--- config.mk ---
export PLATFORM = sky130hd
export DESIGN_NAME = hyperram_port_arbiter
export DESIGN_NICKNAME = d
export VERILOG_FILES = /design/src/rtl/hyperram_port_arbiter.sv
export SDC_FILE = /design/constraint.sdc
export NUM_CORES = 1
export LEC_CHECK = 0
export CORE_UTILIZATION = 54
export CTS_BUF_LIST = sky130_fd_sc_hd__clkbuf_2 sky130_fd_sc_hd__clkbuf_4 sky130_fd_sc_hd__clkbuf_8
export DETAILED_ROUTE_END_ITERATION = 10
export GPL_TIMING_DRIVEN = 0
export PLACE_DENSITY = 0.84
export SLEW_MARGIN = 20
export SYNTH_ARGS = -nofsm -noshare
export SYNTH_HDL_FRONTEND = slang
export SYNTH_SLANG_ARGS = --single-unit
export TNS_END_PERCENT = 5
--- constraint.sdc ---
create_clock -name iClk -period 1.9 [get_ports iClk]
set_clock_uncertainty 0.05 [all_clocks]
set_input_delay 0.19 -clock iClk [delete_from_list [all_inputs] [get_ports iClk]]
set_output_delay 0.19 -clock iClk [all_outputs]
set_load 0.1 [all_outputs]
--- src/rtl/hyperram_port_arbiter.sv ---
// HyperRAM port arbiter.
// Hands the single HyperRAM port to one of two masters at a time: requester 0
// (frame capture writer) or requester 1 (frame upload reader). Ties are broken
// round-robin, a CE-high turnaround gap separates consecutive owners, and a
// watchdog takes the port back from an owner that never finishes.
module hyperram_port_arbiter #(
    parameter int TURN_CYCLES    = 4,
    parameter int TIMEOUT_CYCLES = 4096
) (
    input  logic iClk,
    input  logic iRst,
    input  logic iEn,
    input  logic iReq0,
    input  logic iDone0,
    output logic oGnt0,
    input  logic iReq1,
    input  logic iDone1,
    output logic oGnt1,
    output logic oRAM_Sel,
    output logic oBusy,
    output logic oTimeout
);

    // A zero timeout turns the watchdog off; keep the counter at least 1 bit wide.
    localparam bit WD_ON = (TIMEOUT_CYCLES > 0);
    localparam int WD_W  = WD_ON ? $clog2(TIMEOUT_CYCLES + 1) : 1;
    localparam int GAP_W = $clog2(TURN_CYCLES + 1);
    localparam logic [WD_W-1:0]  WD_LAST  = WD_ON ? WD_W'(TIMEOUT_CYCLES - 1) : '0;
    localparam logic [GAP_W-1:0] GAP_LAST = GAP_W'(TURN_CYCLES - 1);

    typedef enum logic [1:0] {
        IDLE   = 2'd0,
        GRANT0 = 2'd1,
        GRANT1 = 2'd2,
        GAP    = 2'd3
    } state_t;

    state_t            state_reg;
    logic              gnt0_reg;
    logic              gnt1_reg;
    logic              sel_reg;
    logic              busy_reg;
    logic              timeout_reg;
    logic              last_reg;
    logic [GAP_W-1:0]  gap_cnt_reg;
    logic [WD_W-1:0]   wd_cnt_reg;

    logic [1:0] req_vec;
    logic [1:0] done_vec;
    logic [1:0] release_vec;
    logic       pick;
    logic       owner_idx;
    logic       release_now;
    logic       wd_expire;

    assign req_vec  = {iReq1, iReq0};
    assign done_vec = {iDone1, iDone0};

    // An owner gives the port back either by finishing or by dropping its request.
    genvar gi;
    generate
        for (gi = 0; gi < 2; gi++) begin : g_release
            assign release_vec[gi] = done_vec[gi] | ~req_vec[gi];
        end
    endgenerate

    // With both requesting, the one that did not own the port last time wins;
    // a lone requester always wins, even if it was the previous owner.
    assign pick        = (iReq0 && iReq1) ? ~last_reg : iReq1;
    assign owner_idx   = (state_reg == GRANT1);
    assign release_now = release_vec[owner_idx];
    assign wd_expire   = WD_ON && (wd_cnt_reg == WD_LAST);

    // Arbitration FSM; every output is a register updated here.
    always_ff @(posedge iClk) begin
        if (iRst) begin
            state_reg   <= IDLE;
            gnt0_reg    <= 1'b0;
            gnt1_reg    <= 1'b0;
            sel_reg     <= 1'b0;
            busy_reg    <= 1'b0;
            timeout_reg <= 1'b0;
            last_reg    <= 1'b1;
            gap_cnt_reg <= '0;
            wd_cnt_reg  <= '0;
        end else begin
            timeout_reg <= 1'b0;
            case (state_reg)
                IDLE: begin
                    if (iEn && (iReq0 || iReq1)) begin
                        state_reg  <= pick ? GRANT1 : GRANT0;
                        gnt0_reg   <= ~pick;
                        gnt1_reg   <= pick;
                        sel_reg    <= pick;
                        last_reg   <= pick;
                        busy_reg   <= 1'b1;
                        wd_cnt_reg <= '0;
                    end
                end
                GRANT0, GRANT1: begin
                    // A finishing owner on the final allowed cycle beats the watchdog.
                    if (release_now || wd_expire) begin
                        state_reg   <= GAP;
                        gnt0_reg    <= 1'b0;
                        gnt1_reg    <= 1'b0;
                        gap_cnt_reg <= '0;
                        timeout_reg <= ~release_now;
                    end else begin
                        wd_cnt_reg <= wd_cnt_reg + 1'b1;
                    end
                end
                GAP: begin
                    // Select stays on the last owner so its idle CE level holds the pins.
                    if (gap_cnt_reg == GAP_LAST) begin
                        state_reg <= IDLE;
                        busy_reg  <= 1'b0;
                    end else begin
                        gap_cnt_reg <= gap_cnt_reg + 1'b1;
                    end
                end
                default: begin
                    state_reg <= IDLE;
                    gnt0_reg  <= 1'b0;
                    gnt1_reg  <= 1'b0;
                    busy_reg  <= 1'b0;
                end
            endcase
        end
    end

    assign oGnt0    = gnt0_reg;
    assign oGnt1    = gnt1_reg;
    assign oRAM_Sel = sel_reg;
    assign oBusy    = busy_reg;
    assign oTimeout = timeout_reg;

endmodule

Yosys cells after proc, flatten, opt, wreduce, memory -nomap -nowiden --
Cells that the tools add are included.
Storage, ports and cells: register bits after elaboration 24, input bits 7, output and inout port bits 5, word-level logic and storage cells 69
Operators by class: add/sub/neg operators 2, magnitude comparators 1, eq/ne operators 10, mux-type cells 22, bitwise operators 9, reductions and logical operators 16
Operator list (count):
- 2-to-1 mux 13 bit | 2
- one-hot mux 13 bit (2 select lines) | 1
- AND reduction 3 bit | 5
- adder 13 x 1 -> 13 bit, second input constant | 1
- equality test 13 x 12 -> 1 bit, second input constant | 1
- inequality test 2 bit, second input constant | 5
- 2-to-1 mux 1 bit | 8
- 2-to-1 mux 2 bit | 4
- NOT 1 bit | 7
- 2-to-1 mux 3 bit | 2
- one-hot mux 1 bit (2 select lines) | 3
- one-hot mux 2 bit (3 select lines) | 1
- one-hot mux 3 bit (2 select lines) | 1
- nonzero test 2 bit | 3
- equality test 2 bit, second input constant | 2
- adder 3 x 1 -> 3 bit, second input constant | 1
- equality test 3 x 2 -> 1 bit, second input constant | 1
- OR reduction 3 bit | 1
- equality test 2 x 1 -> 1 bit, second input constant | 1
- logical AND 1 bit | 2
- logical NOT 2 bit | 1
- logical OR 1 bit | 2
- less-than comparator 1 x 2 -> 1 bit, second input constant | 1
- OR 1 bit | 2
- other kinds (2) | 2

Longest topological paths before layout --
Gate-level depths: netlist (run 1).
word-level depth 7, mapped depth 8, gate-level depth less buffers 6

Worst setup path before layout (run 1) --
OpenSTA, ideal clock, no wires.
kind reg2reg, start register state_reg[0], end register wd_cnt_reg[6], library setup time 0.117 ns, arrival 1.820 ns, required time 1.733 ns, slack -0.087 ns, cell stages (with the launch flop) 9, path buffers 2, period minus slack after synthesis 1.987 ns, cells stage by stage dfxtp_1 -> inv_1 -> ha_1 -> or3b_1 -> clkbuf_1 -> and2_1 -> clkbuf_1 -> o31a_1 -> o22a_1
On the way: longest elaborated chain between the ends 6, elaborated cells between the ends (all ways) 12, classes of those cells 4 x eq/ne; 3 x mux; 5 x reduce/logical
Ends and longest elaborated chain:
- start: declaration | RTL line 38 | state_t state_reg;
- start signal: assignment | RTL line 91 | state_reg <= pick ? GRANT1 : GRANT0;
- equality test 2 bit | RTL line 70, 88
- 2-to-1 mux 1 bit (implied by the code) (2 in series) | RTL line 71 | assign release_now = release_vec[owner_idx];
- logical OR 1 bit | RTL line 102 | if (release_now || wd_expire) begin
- inequality test 2 bit (no line)
- AND reduction 3 bit (no line)
- end signal: assignment | RTL line 109 | wd_cnt_reg <= wd_cnt_reg + 1'b1;
- end: declaration | RTL line 46 | logic [WD_W-1:0] wd_cnt_reg;
Several ways; a longest one is shown, not always the timed one. The select of a mux whose other input is x is not followed. A chain may end at the register's enable or synchronous reset.

Worst setup path in the final report (run 1) --
start register wd_cnt_reg[1], end register state_reg[1]
On the way: longest elaborated chain between the ends 4
Ends and longest elaborated chain:
- equality test 13 x 12 -> 1 bit | RTL line 72 | assign wd_expire = WD_ON && (wd_cnt_reg == WD_LAST);
- logical OR 1 bit | RTL line 102
- inequality test 2 bit (no line)
- AND reduction 3 bit (no line)
No other way between the ends.

==> metrics.txt, run 1 <==
outcome finished with violations; failing checks setup timing; post-synth top area share 0.332; die height about 54 microns; DRT iter0 DRCs about 80; Tightest Hold Check Type in -> reg; Max H-tree Level 1; post-route ant nets 0; number of enable flip-flop cells after synthesis 0; WL/cell 17.1 microns; Hold Startpoint iRst; post-synthesis instance total 175; Fin. Hold Viols 0; Power, Total 1.69 mW; minimum clock period 2010 ps; largest net degree at the start of global routing 13; clk root buf clkbuf_4; kind of launch point of the worst setup path flop; CTS tree yes; Syn. warnings 0; final worst slack -106 ps; Initial Utilization 0.580; first-pass GRT wire length 6110 microns; fin crit share 1.06; DIE AREA 2890 sq um; Comb power frac 0.512; clk_lat worst skew roughly 320 ps; M3 GR Usage 0.0339; worst-path maximum fanout 10; Clock Tree Buf Depth 2; Netlist cell types 50; Async S/R FF share, synth 0; maxcap violations 0; Reg-to-Reg Start wd_cnt_reg[1]; hold buffers post-CTS 0; RSZ-0062 raised after global routing true; syn_area_per_cell slightly above 8 sq um; Switching Share 0.453; Achievable Freq ~500 MHz; final wirelength 3750 microns; Yosys reg bits 24; CP bufs+invs 1; vias in the first global route 1368; crit path DAT around 2200 ps; Die Wd between 50 and 60 microns; Syn Nets 188; nets@finish a little over 200; count of input and output buffers 10; Clk pwr share 0.140; vias per cell 6.75; Slew HR 0.362; Setup CP Type reg -> reg; DR vias 1485; Netlist Area Pre-Place 1450 sq um; max reg flops 13; Ports 12; area of the core 2500 sq um; GR Layer Usage met1 0.386; Area growth, synth to finish 20.4%; required time worst endpoint ~2100 ps; cts bufs inserted 3; area leader, netlist dfxtp_1; slowest stage delay, CP roughly 540 ps; crit path max-delay cell type or4_4; grt ovf 0; max-slew violations 0; crit end category flop; register area share after synthesis 0.332; Global Route met2 Usage 0.469; RePlAce Congestion 0.824; Diodes inserted 0; Worst-Margin Slew ~960 ps; setup TNS -887 ps; pwr dens 966 nW/um^2; Synth Flop Type dfxtp_1; NetSw 764 uW; Clock Sinks 24; leakage 0.583 nW; share of power burned in registers 0.348; Critical Path, Cell by Cell ha_4 -> nand4_1 -> or4_4 -> buf_6 -> a32o_1 -> a311oi_2; maximum vdd drop about 0.77 mV; Layout Cells excl Fill 220; Cells after DPL 215; Tot GR Track Use 0.290; CTS clk-pin slew, worst paths 140 ps; internal power 921 uW; row cnt 18; share of layout cells above drive strength 1 0.211; synth top area cells dfxtp_1, nand2_1, a31oi_1; dpl hpwl between 2000 and 3000 microns; Crit. Startpoint wd_cnt_reg[1]; drt pass-1 iters 7; Fin Hold WS 291 ps; Final setup viols 18; initial antenna violation count 0; CP top delay family simple AND/OR/NAND/NOR gates; DRC violations left 0; GRT busiest layer met2
## Yosys cell counts, types with 3 or more instances
cell       n
nor3_1     6
ha_1       6
o21ai_0    3
clkbuf_1   6
nor2_1     6
or2_2      4
nand2_1   21
inv_1     11
dfxtp_1   24
o211ai_1   4
a21oi_1    7
nand3_1   11
a31oi_1   12
nand4_1    3
a31o_1     3
o32ai_1    4
## power by group through the flow
stage,logic (mW),clock network [mW],registers [mW]
3_3_place_gp,0.731,0,0.595
5_1_grt,0.929,0.249,0.591
6_report,0.862,0.236,0.587
2_1_floorplan,0.458,0,0.721
4_1_cts,0.797,0.234,0.587
3_5_place_dp,0.759,0,0.599
## cells in the final DEF (no fill, tap or decap), types with 3 or more instances in the layout
cell,netlist,final
o32ai_1,4,4
inv_1,11,10
nand2_1,21,20
clkdlybuf4s50_1,0,5
a31oi_2,1,3
o211ai_1,4,4
o21ai_0,3,3
a21oi_1,7,6
a31o_1,3,3
or2_2,4,4
ha_1,6,4
dfxtp_1,24,21
a31oi_1,12,10
nand4_1,3,3
clkbuf_4,0,5
nor3_1,6,6
dlygate4sd2_1,0,5
buf_4,0,4
nor2_1,6,6
nand3_1,11,11
## repair_timing
item / in CTS / in global routing
hold endpoints to repair: 0 / 0
gates resized for setup: 16 / 14
setup endpoints to repair: 24 / 20
pin swaps: 1 / 0
setup buffers: 1 / 2
## metrics by stage
stage,cell area (sq um),setup WS [ps],utilization
finish,1740,-106,0.698
global route,1740,-162,0.698
CTS,1690,-138,0.677
detailed placement,1620,-357,0.649
global placement,1620,-303,0.649
floorplan,1480,-4.55,-
## layout make-up
| cell class | instances | area (sq um) |
|---|---|---|
| Multi-Input combinational cell | 130 | 973 |
| Fill cell | 194 | 756 |
| Sequential cell | 24 | 489 |
| Timing Repair Buffer | 13 | 116 |
| Buffer | 8 | 60.1 |
| Inverter | 12 | 45.0 |
| Tap cell | 30 | 37.5 |
| Clock buffer | 3 | 22.5 |
## cells by family after synthesis
group,after synthesis,synth area share
adder cells (fa/ha/maj),6,0.0518
multiplexers,1,0.00691
AND/OR/NAND/NOR,65,0.241
AO/OA/AOI/OAI,58,0.307
buffers and inverters,21,0.0613
flip-flops,24,0.332
## final timing paths
kind                    end  slack [ps]  cells past startpoint
max            state_reg[1]        -110                      6
min          wd_cnt_reg[11]         290                      4
max reg2reg    state_reg[1]        -110                      6
min reg2reg           oBusy         430                      2
## metal layers
metal  share of wire  vias up  wire length [microns]
met5               0        -                      0
met4          0.0061        0                     23
met3           0.067        5                    250
met2            0.49       66                   1850
met1            0.43      706                   1630
li1                -      708                      -
## worst register-to-register path, cell delays in order (launching register included)
cell and delay (ps):
dfxtp_4 400, ha_4 150, nand4_1 170, or4_4 540, buf_6 170, a32o_1 230
a311oi_2 230
Power figures use the tool's default switching activity.
==> run 2, diff against run 1 <==
--- a/config.mk
+++ b/config.mk
@@ -5,11 +5,12 @@
 export SDC_FILE = /design/constraint.sdc
 export NUM_CORES = 1
 export LEC_CHECK = 0
+export CORE_MARGIN = 2
 export CORE_UTILIZATION = 54
 export CTS_BUF_LIST = sky130_fd_sc_hd__clkbuf_2 sky130_fd_sc_hd__clkbuf_4 sky130_fd_sc_hd__clkbuf_8
 export DETAILED_ROUTE_END_ITERATION = 10
 export GPL_TIMING_DRIVEN = 0
-export PLACE_DENSITY = 0.84
+export PLACE_DENSITY = 0.81
 export SLEW_MARGIN = 20
 export SYNTH_ARGS = -nofsm -noshare
 export SYNTH_HDL_FRONTEND = slang
==> metrics.txt, run 2 (synthesis results as in run 1) <==
vias in the first global route roughly 1400; GR Layer Usage met1 0.306; initial antenna violation count 0; Critical Path, Cell by Cell ha_4 -> nand4_1 -> or4_4 -> buf_8 -> a32o_1 -> a311oi_2; maximum vdd drop 0.894 mV; worst-path maximum fanout 5; commonest cells after routing, fill and taps aside dfxtp_1, nand2_1, inv_1, nand3_1, a31oi_1; crit end category flop; commonest non-fill, non-tap cell in the layout dfxtp_1; area post-placement approximately 1600 sq um; pre-CTS WS -395 ps; area of the core 2500 sq um; Max H-tree Level 1; nets@finish around 210; cts bufs inserted 3; pwr dens between 900 and 1000 nW/um^2; Ports 12; post-route ant nets 0; Achievable Freq 482 MHz; clk_lat worst skew 330 ps; crit path DAT approximately 2300 ps; Area growth, synth to finish 25.5%; Power, Total 1.75 mW; WL/cell 17.1 microns; Tightest Hold Check Type in -> reg; register area 489 sq um; CTS tree yes; vias per cell about 6.7; count of input and output buffers 10; grt ovf 0; number of fill cells 181; CTS clk-pin slew, worst paths 140 ps; slowest stage delay, CP slightly above 600 ps; Global Route met2 Usage 0.405; Setup CP Type reg -> reg; max reg flops 13; dpl hpwl 2550 microns; first-pass GRT wire length 6000 microns; DRC violations left 0; die height ~56 microns; fin crit share 1.09; RePlAce Congestion 0.906; largest net degree at the start of global routing 14; outcome finished with violations; Diodes inserted 0; Slew HR 0.366; Worst-Margin Slew 955 ps; max-slew violations 0; final wirelength roughly 3800 microns; drt pass-1 iters 4; DRT iter0 DRCs 64; Clock Sinks 24; DR vias between 1000 and 1500; kind of launch point of the worst setup path flop; Tot GR Track Use 0.241; final worst slack -173 ps; minimum clock period 2070 ps; Final Instance Area 1820 sq um; M3 GR Usage 0.0256; DIE AREA 3110 sq um; GRT busiest layer met2; share of layout cells above drive strength 1 0.227; required time worst endpoint 2100 ps; Clock Tree Buf Depth 2; row cnt 18; Initial Utilization 0.580; setup TNS -1880 ps; leakage 0.619 nW; crit path max-delay cell type or4_4; failing checks setup timing; Final setup viols 19; Fin. Hold Viols 0; maxcap violations 0; clk root buf clkbuf_4; Multi-input gate area 986 sq um; RSZ-0062 raised after global routing true; Die Wd 55.8 microns
==> run 2: layout make-up <==
type | count | area share
well taps | 30 | 0.0206
inverters | 12 | 0.0248
repair buffers | 16 | 0.0860
flip-flops and latches | 24 | 0.269
multi-input cells | 130 | 0.542
clock buffers | 4 | 0.0200
plain buffers | 8 | 0.0372
==> run 2: worst max-delay path, delay by kind of cell (launching register included) <==
| kind | cells | cell delay, ps |
|---|---|---|
| AND/OR/NAND/NOR | 2 | 810 |
| adder cells (fa/ha/maj) | 1 | 140 |
| buffers and inverters | 1 | 160 |
| flip-flops | 1 | 390 |
| AO/OA/AOI/OAI | 2 | 430 |
==> run 2: worst paths after layout <==
check / cells after the start / from / slack, ps / end
worst min-delay path: 4 / iRst / 310 / wd_cnt_reg[11]
worst max register to register: 6 / wd_cnt_reg[0] / -170 / state_reg[1]
worst max-delay path: 6 / wd_cnt_reg[0] / -170 / state_reg[1]
worst min register to register: 2 / oRAM_Sel / 420 / oRAM_Sel
==> run 2: repair_timing <==
item                                    in CTS  in global routing
endpoints found under the setup margin      25                 20
pin swaps                                    1                  8
endpoints found under the hold margin        0                  0
buffers inserted                             1                  4
gates resized for setup                     12                 20
hold buffers                                 0                  0
cloned                                       0                  1
==> run 2: layer usage <==
| layer | vias up | share of wire |
|---|---|---|
| met2 | 65 | 0.49 |
| li1 | 713 | - |
| met4 | 0 | 0.025 |
| met1 | 705 | 0.42 |
| met3 | 15 | 0.070 |
| met5 | - | 0 |
==> run 2: through the flow <==
step | std cells | hold WS (ps) | utilization
floorplan | 175 | 383 | -
finish | 224 | 308 | 0.727
detailed placement | 215 | 403 | 0.649
CTS | 220 | 314 | 0.673
global placement | 215 | 392 | 0.649
global route | 224 | 356 | 0.727
==> run 2: where the power goes <==
part	internal, mW	leakage, nW	switching, mW	total, mW
Clock	0.117	0.0210	0.165	0.283
Combinational	0.299	0.402	0.587	0.886
Sequential	0.551	0.196	0.0343	0.585
Total	0.968	0.619	0.787	1.75
==> run 3, diff against run 2 <==
--- a/config.mk
+++ b/config.mk
@@ -5,12 +5,11 @@
 export SDC_FILE = /design/constraint.sdc
 export NUM_CORES = 1
 export LEC_CHECK = 0
-export CORE_MARGIN = 2
-export CORE_UTILIZATION = 54
+export CORE_UTILIZATION = 44
 export CTS_BUF_LIST = sky130_fd_sc_hd__clkbuf_2 sky130_fd_sc_hd__clkbuf_4 sky130_fd_sc_hd__clkbuf_8
 export DETAILED_ROUTE_END_ITERATION = 10
 export GPL_TIMING_DRIVEN = 0
-export PLACE_DENSITY = 0.81
+export PLACE_DENSITY = 0.69
 export SLEW_MARGIN = 20
 export SYNTH_ARGS = -nofsm -noshare
 export SYNTH_HDL_FRONTEND = slang
==> metrics.txt, run 3 (synthesis results as in run 1) <==
outcome finished with violations; failing checks setup timing; largest net degree at the start of global routing 14; Top Layer Used met4; grt ovf 0; Worst-Margin Slew 954 ps; fin crit share 1.04; Setup CP Type reg -> reg; Tightest Hold Check Type in -> reg; cts bufs inserted 3; Final setup viols 10; max reg flops 13; hold endpoint wd_cnt_reg[11]; Ports 12; die height 59.4 microns; Worst R2R Path Depth 8; hold buffers post-CTS 0; Slew HR 0.367; vias in the first global route 1330; max-slew violations 0; Fin. Hold Viols 0; Reg2Reg Setup Slack -70 ps; CTS clk-pin slew, worst paths 140 ps; commonest cells after routing, fill and taps aside nand2_1, dfxtp_1, inv_1, nand3_1, a31oi_1; crit path DAT 2170 ps; Initial Utilization 0.471; required time worst endpoint approximately 2100 ps; maximum vdd drop a little under 0.7 mV; row cnt 20; Power, Total 1.78 mW; post-route ant nets 0; crit end category flop; minimum clock period 1970 ps; DRC violations left 0; Clock Sinks 24; kind of launch point of the worst setup path flop; Fin Hold WS 315 ps; Max H-tree Level 1; Achievable Freq 507 MHz; vias per cell 6.05; area of the core 3080 sq um; WL/cell 15.8 microns; maxcap violations 0; DR vias between 1000 and 1500; clk_lat worst skew 320 ps; dpl hpwl 2680 microns; share of layout cells above drive strength 1 0.280; Clock Tree Buf Depth 2; count of input and output buffers 10; Reg-to-Reg Start state_reg[0]; hold depth 4; RePlAce Congestion 0.865; first-pass GRT wire length 6110 microns; DR WL met3 ~170 microns; DRT iter0 DRCs 72; final worst slack -72.0 ps; reg2reg end wd_cnt_reg[0]; DIE AREA 3530 sq um; met1 wire length approximately 1700 microns; initial antenna violation count 0; commonest non-fill, non-tap cell in the layout nand2_1; nets@finish 207; pwr dens 955 nW/um^2; Hold Startpoint iRst; metal2 WL ~1700 microns; Die Wd 59.4 microns; worst-path maximum fanout 6; Diodes inserted 0; leakage 0.616 nW; Tot GR Track Use 0.233; RSZ-0062 raised after global routing true; drt pass-1 iters 4; CTS tree yes; Crit. Startpoint state_reg[0]; final wirelength 3750 microns; Area growth, synth to finish 28.9%; clk root buf clkbuf_4
## run 3: cell types whose count changed in the layout (fill, tap and decap cells not counted), sizes merged
cell,delta
clkbuf,-2
buf,+1
## run 3: area by class of cell
class	instances	area, sq um
repair buffers	15	131
well taps	44	55.1
inverters	12	45.0
plain buffers	8	65.1
fillers	270	1210
flip-flops and latches	24	495
multi-input cells	130	1040
clock buffers	4	36.3
## run 3: repair_timing
action / CTS / global route
setup buffers: 1 / 4
gates resized for setup: 23 / 24
cloned: 0 / 0
hold endpoints to repair: 0 / 0
pin swaps: 2 / 9
setup endpoints to repair: 25 / 21
## run 3: metrics by stage
| step | utilization | setup TNS [ps] | worst slack (ps) | instance area [sq um] | cells |
|---|---|---|---|---|---|
| 2_1_floorplan | - | -4.55 | -4.55 | 1480 | 175 |
| 3_3_place_gp | 0.533 | -4020 | -360 | 1640 | 229 |
| 3_5_place_dp | 0.533 | -4650 | -392 | 1640 | 229 |
| 4_1_cts | 0.570 | -762 | -161 | 1750 | 234 |
| 5_1_grt | 0.607 | -1320 | -147 | 1870 | 237 |
| 6_report | 0.607 | -334 | -72.0 | 1870 | 237 |
## run 3: power by group
group	internal (mW)	switching, mW	total (mW)
logic	0.317	0.588	0.905
clock network	0.117	0.165	0.282
registers	0.555	0.0419	0.597
total	0.989	0.795	1.78
## run 3: routing by layer
metal  vias to the layer above  track usage
met5                         -            0
met4                         0        0.102
met3                        11       0.0197
met2                        48        0.380
met1                       671        0.312
li1                        705            -
## run 3: worst max-delay path, stage by stage, from the launching register on
cell,delay [ps]
dfxtp_2,380
inv_2,60
ha_4,160
or3b_4,400
buf_8,140
a221oi_4,380
buf_4,200
nand3_2,70
o31ai_1,60
## run 3: how the worst max path moves through the flow
stage | endpoint | slack [ps] | depth (start not counted)
4_1_cts | wd_cnt_reg[6] | -160 | 8
5_1_grt | wd_cnt_reg[1] | -150 | 8
6_report | wd_cnt_reg[0] | -70 | 8
3_5_place_dp | wd_cnt_reg[1] | -390 | 7
2_1_floorplan | state_reg[1] | -5 | 6
3_3_place_gp | wd_cnt_reg[1] | -360 | 7
